--- config.mk ---
export PLATFORM = sky130hd
export DESIGN_NAME = button_debouncer
export DESIGN_NICKNAME = d
export VERILOG_FILES = /design/src/rtl/button_debouncer.sv
export SDC_FILE = /design/constraint.sdc
export NUM_CORES = 1
export LEC_CHECK = 0
export ABC_AREA = 1
export ABC_CLOCK_PERIOD_IN_PS = 1550
export CORE_MARGIN = 2
export CORE_UTILIZATION = 45
export CTS_BUF_LIST = sky130_fd_sc_hd__clkbuf_8
export CTS_CLUSTER_SIZE = 16
export DETAILED_ROUTE_END_ITERATION = 7
export PLACE_DENSITY = 0.68
export SETUP_SLACK_MARGIN = 0.15
export SYNTH_ARGS = -nofsm -noshare
export SYNTH_HDL_FRONTEND = slang
export SYNTH_SLANG_ARGS = --single-unit
--- constraint.sdc ---
create_clock -name clk -period 1.55 [get_ports clk]
set_input_delay 0.465 -clock clk [delete_from_list [all_inputs] [get_ports clk]]
set_output_delay 0.465 -clock clk [all_outputs]
set_load 0.005 [all_outputs]
--- src/rtl/button_debouncer.sv ---
// Push-button synchroniser/debouncer with registered level, press/release strobes and press counter.
// Optional long-press strobe is built when BUTTON_LONG_PRESS_EN is defined.
module button_debouncer #(
    parameter int CLK_HZ      = 27_000_000,
    parameter int DEBOUNCE_MS = 10,
    parameter int LONG_MS     = 1000,
    parameter int ACTIVE_LOW  = 1
) (
    input  logic       clk,
    input  logic       rst_n,
    input  logic       btn,
    output logic       pressed,
    output logic       press_pulse,
    output logic       release_pulse,
    output logic       long_pulse,
    output logic [7:0] press_count
);

    localparam int DB_CYCLES   = (CLK_HZ / 1000) * DEBOUNCE_MS;
    localparam int LONG_CYCLES = (CLK_HZ / 1000) * LONG_MS;
    localparam int CW          = $clog2(LONG_CYCLES + 1);

    localparam logic [CW-1:0] DB_MAX   = CW'(DB_CYCLES);
    localparam logic [CW-1:0] LONG_MAX = CW'(LONG_CYCLES);
    localparam logic          IDLE_LVL = (ACTIVE_LOW != 0) ? 1'b1 : 1'b0;

    typedef enum logic [1:0] {
        IDLE,
        PRESS_WAIT,
        DOWN,
        RELEASE_WAIT
    } state_t;

    state_t        state, state_n;
    logic          s1, s2, act;
    logic [CW-1:0] cnt, cnt_n;
    logic          pressed_n, press_pulse_n, release_pulse_n;
    logic [7:0]    press_count_n;

    assign act = (ACTIVE_LOW != 0) ? ~s2 : s2;

    always_ff @(posedge clk or negedge rst_n) begin
        if (!rst_n) begin
            s1            <= IDLE_LVL;
            s2            <= IDLE_LVL;
            state         <= IDLE;
            cnt           <= '0;
            pressed       <= 1'b0;
            press_pulse   <= 1'b0;
            release_pulse <= 1'b0;
            press_count   <= '0;
        end else begin
            s1            <= btn;
            s2            <= s1;
            state         <= state_n;
            cnt           <= cnt_n;
            pressed       <= pressed_n;
            press_pulse   <= press_pulse_n;
            release_pulse <= release_pulse_n;
            press_count   <= press_count_n;
        end
    end

    always_comb begin
        state_n         = state;
        cnt_n           = cnt;
        pressed_n       = pressed;
        press_pulse_n   = 1'b0;
        release_pulse_n = 1'b0;
        press_count_n   = press_count;
        unique case (state)
            IDLE: begin
                if (act) begin
                    state_n = PRESS_WAIT;
                    cnt_n   = CW'(1);
                end
            end
            PRESS_WAIT: begin
                if (!act) begin
                    state_n = IDLE;
                    cnt_n   = '0;
                end else if (cnt == DB_MAX) begin
                    state_n       = DOWN;
                    cnt_n         = '0;
                    press_pulse_n = 1'b1;
                    pressed_n     = 1'b1;
                    press_count_n = press_count + 8'd1;
                end else if (cnt != LONG_MAX) begin
                    cnt_n = cnt + 1'b1;
                end
            end
            DOWN: begin
                if (!act) begin
                    state_n = RELEASE_WAIT;
                    cnt_n   = CW'(1);
                end
            end
            RELEASE_WAIT: begin
                if (act) begin
                    state_n = DOWN;
                    cnt_n   = '0;
                end else if (cnt == DB_MAX) begin
                    state_n         = IDLE;
                    cnt_n           = '0;
                    release_pulse_n = 1'b1;
                    pressed_n       = 1'b0;
                end else if (cnt != LONG_MAX) begin
                    cnt_n = cnt + 1'b1;
                end
            end
            default: begin
                state_n = IDLE;
                cnt_n   = '0;
            end
        endcase
    end

`ifdef BUTTON_LONG_PRESS_EN
    logic [CW-1:0] lcnt, lcnt_n;
    logic          long_n;

    always_ff @(posedge clk or negedge rst_n) begin
        if (!rst_n) begin
            lcnt       <= '0;
            long_pulse <= 1'b0;
        end else begin
            lcnt       <= lcnt_n;
            long_pulse <= long_n;
        end
    end

    // Restart only on an accepted press; a short release bounce keeps the hold time.
    always_comb begin
        lcnt_n = lcnt;
        long_n = 1'b0;
        if (press_pulse_n || state_n == IDLE) begin
            lcnt_n = '0;
        end else if ((state == DOWN || state == RELEASE_WAIT) && lcnt != LONG_MAX) begin
            lcnt_n = lcnt + 1'b1;
            long_n = (lcnt_n == LONG_MAX);
        end
    end
`else
    assign long_pulse = 1'b0;
`endif

endmodule

==> results.py <==
metrics = {
    "run_status": {
        "outcome": "complete, but fails checks",
        "violations": "negative setup slack",
    },
    "grt": {
        "antenna_found_initial": 0,
        "grt_pass1_vias": 2789,
        "grt_overflow_total": 0,
        "grt_pass1_wl_um": 12900,
        "globalRouteTotalUtil_pct": 26.2,
        "grt_max_degree": 29,
    },
    "cts": {
        "cts-buffers-inserted": 5,
        "cts_root_buf": "clkbuf_8",
        "cts.hold.buffers_added": 0,
        "clock_tree_from_tritoncts": "built",
        "clockBufferDepth": 2,
        "clk_pin_slew_worst_paths_ns": 0.08,
        "clock_latency_ns": 0.30,
        "clock_tree.htree_level_count": 2,
        "tritoncts_num_sinks": 40,
    },
    "cells_and_area": {
        "layout-area-overhead-vs-synth_pct": 45.0,
        "num-fill-cells": 435,
        "final_core_utilization_pct": 68.1,
        "final_cell_area_sq_mm": 0.00377,
        "antenna_cell_count": 0,
        "ff_latch_area_sq_mm": 0.00100,
        "drive_gt1_share_pct": 36.5,
        "layout.nets": 468,
        "multi_input_area_sq_mm": 0.00167,
    },
    "place": {
        "dp.final_hpwl_um": 4990,
        "buffers_on_ports": 13,
        "finalWeightedCongestion": 0.847,
        "placement_cell_area_sq_mm": 0.00322,
        "pre_cts_slack_ns": -0.201,
    },
    "floorplanning": {
        "die_w_um": 80.1,
        "std_cell_rows": 27,
        "floorplan.die_area_sq_mm": 0.00641,
        "initial_utilization_pct": 47.0,
        "die_height_um": 80.1,
        "core_area_sq_mm": 0.00554,
        "ports_placed_on_the_boundary": 15,
    },
    "logic_synthesis": {
        "syn_avg_cell_area_sq_um": 6.92,
        "syn-cell-area_sq_mm": 0.00260,
        "combinational_family_with_the_most_area_after_synthesis": "simple AND/OR/NAND/NOR gates",
        "ys_warn_count": 0,
        "netlist_instances": 376,
        "post_synth_num_cell_types": 34,
        "synth-adder-area-share_pct": 1.44,
        "post_synth_mux_area_share_pct": 0,
        "fraction_of_the_mapped_netlist_area_in_compound_gates_pct": 7.26,
        "ys_seq_area_share_pct": 38.5,
        "ys_ff_latch": 40,
        "synth_simple_gate_area_share_pct": 41.8,
        "synthXorXnorAreaFrac_pct": 2.35,
        "syn-num-nets": 382,
    },
    "route": {
        "ant_nets": 0,
        "vias_per_cell": 5.21,
        "post-route-drc-count": 0,
        "avgRoutedWirePerCell_um": 15.1,
        "drt_pre_antenna_iters": 4,
        "initialDrtViolationCount": 139,
        "route.vias.total": 2788,
        "route.final.wire_length_um": 8070,
    },
    "hold_path": {
        "min_path_type": "in -> async",
    },
    "setup_path": {
        "data_arrival_time_of_the_critical_path_ns": 1.90,
        "crit_path_start_kind": "register",
        "path_max_fanout": 4,
        "cp-end-kind": "register",
        "cp_data_required_time_ns": 1.74,
        "critical_path_class": "reg -> reg",
    },
    "sta": {
        "post-route-worst-setup-slack_ns": -0.157,
        "timing.final.crit_share_pct": 110,
        "finalClockSkew_ns": 0.00162,
        "grt_setup_unrepaired": "true",
        "final_max_slew_viol_count": 0,
        "min_period_ns": 1.71,
        "report.final.hold_viol_count": 0,
        "setup_violations": 28,
        "achievable-frequency_mhz": 586,
    },
    "power_and_ir_drop": {
        "pwr_density_cell_mw_per_mm2": 994,
        "report.power.total_uw": 3750,
        "vdd_ir_drop_max_mv": 0.935,
        "p_leak_uw": 0.00178,
    },
    "run": {
        "drv.max_cap_violation_count": 0,
    },
}
[metrics by stage]
step,hold WS [ns],instances,setup TNS [ns]
after global routing,0.0718,535,-4.21
final,0.0511,535,-2.21
after CTS,0.0602,532,-1.09
after floorplan,0.169,376,0
after detailed placement,0.357,502,-3.20
after global placement,0.352,502,-1.05
[Yosys cell counts]
| cell | n | area, sq um |
|---|---|---|
| ha_1 | 3 | 37.5 |
| dfrtp_1 | 38 | 951 |
| clkbuf_1 | 2 | 7.51 |
| nor2_4 | 2 | 22.5 |
| and3_1 | 1 | 6.26 |
| o21ai_0 | 19 | 95.1 |
| nor3_1 | 11 | 55.1 |
| nor2_1 | 45 | 169 |
| nand2_2 | 8 | 50.1 |
| inv_2 | 2 | 7.51 |
| dfstp_2 | 2 | 52.6 |
| nand3b_1 | 1 | 7.51 |
| conb_1 | 1 | 3.75 |
| nor2_2 | 1 | 6.26 |
| or2_2 | 1 | 6.26 |
| a21oi_2 | 2 | 17.5 |
| buf_6 | 1 | 11.3 |
| nor3_2 | 1 | 10.0 |
| buf_12 | 1 | 20.0 |
| a21boi_0 | 1 | 7.51 |
| inv_1 | 39 | 146 |
| inv_4 | 1 | 6.26 |
| or2_4 | 1 | 8.76 |
| o21ai_2 | 5 | 43.8 |
| buf_4 | 1 | 7.51 |
| nand2_1 | 118 | 443 |
| o21ai_1 | 2 | 10.0 |
| nor2_8 | 2 | 40.0 |
| xor2_1 | 2 | 17.5 |
| buf_2 | 3 | 15.0 |
| a21oi_1 | 3 | 15.0 |
| nand4_1 | 6 | 37.5 |
| nand3_1 | 45 | 225 |
| xnor2_1 | 5 | 43.8 |
[logic make-up (layout without fill, tap and decap cells)]
family                   count (synthesis)  count (layout)
AND/OR/NAND/NOR                        243             245
AO/OA/AOI/OAI                           32              32
buffers and inverters                   50             135
other                                    1               1
flip-flops                              40              40
adder cells (fa/ha/maj)                  3               3
XOR/XNOR                                 7               7
[path summary, 6_finish.rpt]
path / from / endpoint / slack [ns] / cells after the start
min in group clk: s1$_DFF_PN1_ / s2$_DFF_PN1_ / 0.37 / 0
worst min register to register: s1$_DFF_PN1_ / s2$_DFF_PN1_ / 0.37 / 0
worst min-delay path: rst_n / cnt[11]$_DFFE_PN0P_ / 0.05 / 1
max in group asynchronous: rst_n / cnt[12]$_DFFE_PN0P_ / 1.03 / 2
worst max register to register: cnt[8]$_DFFE_PN0P_ / pressed$_DFFE_PN0P_ / -0.16 / 10
worst max-delay path: cnt[8]$_DFFE_PN0P_ / pressed$_DFFE_PN0P_ / -0.16 / 10
[cell type report]
cell class / instances / share of cell area [%]
sequential: 40 / 26.6
multi-input combinational: 288 / 44.3
clock inverter: 3 / 1.03
inverter: 42 / 4.24
tap: 72 / 2.39
clock buffer: 5 / 1.82
timing repair buffer: 85 / 19.6
[critical path, stage by stage (launching register included)]
cell and delay [ns]:
dfrtp_1 0.41, inv_1 0.15, nand2_1 0.08, nor2_1 0.09
nand3_1 0.17, nor2_4 0.19, buf_4 0.14, buf_6 0.08
inv_2 0.06, o21ai_2 0.14, o21ai_1 0.08
[flip-flops by register name (all words and copies together), names as in the netlist, named ones only]
signal and flops:
press_pulse 1, cnt 25, release_pulse 1, s2 1
state 1, s1 1, press_count 8, pressed 1
[power breakdown]
group / internal [uW] / leakage [uW] / switching [uW]
Combinational: 752 / 0.00118 / 957
Sequential: 1110 / 0.000544 / 66.9
Clock: 472 / 0.0000593 / 397
Total: 2330 / 0.00178 / 1420
[placed cells by master (no fill, tap or decap), drive strengths merged, types with 2 or more instances in the layout]
| master | netlist | routed |
|---|---|---|
| nand3 | 45 | 45 |
| a21oi | 5 | 5 |
| clkbuf | 2 | 7 |
| xnor2 | 5 | 5 |
| nand4 | 6 | 6 |
| buf | 6 | 73 |
| clkdlybuf4s15 | 0 | 9 |
| inv | 42 | 43 |
| nand2 | 126 | 126 |
| ha | 3 | 3 |
| or2 | 2 | 2 |
| nor2 | 50 | 52 |
| dfstp | 2 | 2 |
| dfrtp | 38 | 38 |
| nor3 | 12 | 12 |
| xor2 | 2 | 2 |
| o21ai | 26 | 26 |
[metal layers]
metal	vias up	global-route usage, %	wire, um
met5	-	0	0
met4	0	9.49	343
met3	33	4.49	293
met2	76	46.3	4020
met1	1310	31.9	3410
li1	1369	-	-
[timing repair]
action / 4_1_cts / 5_1_grt
pin swaps: 11 / 11
cloned: 2 / 0
buffers inserted: 20 / 3
endpoints found under the setup margin: 49 / 42
gates resized for setup: 51 / 43
endpoints found under the hold margin: 0 / 0
No activity file was read; power rests on OpenSTA's default activity.
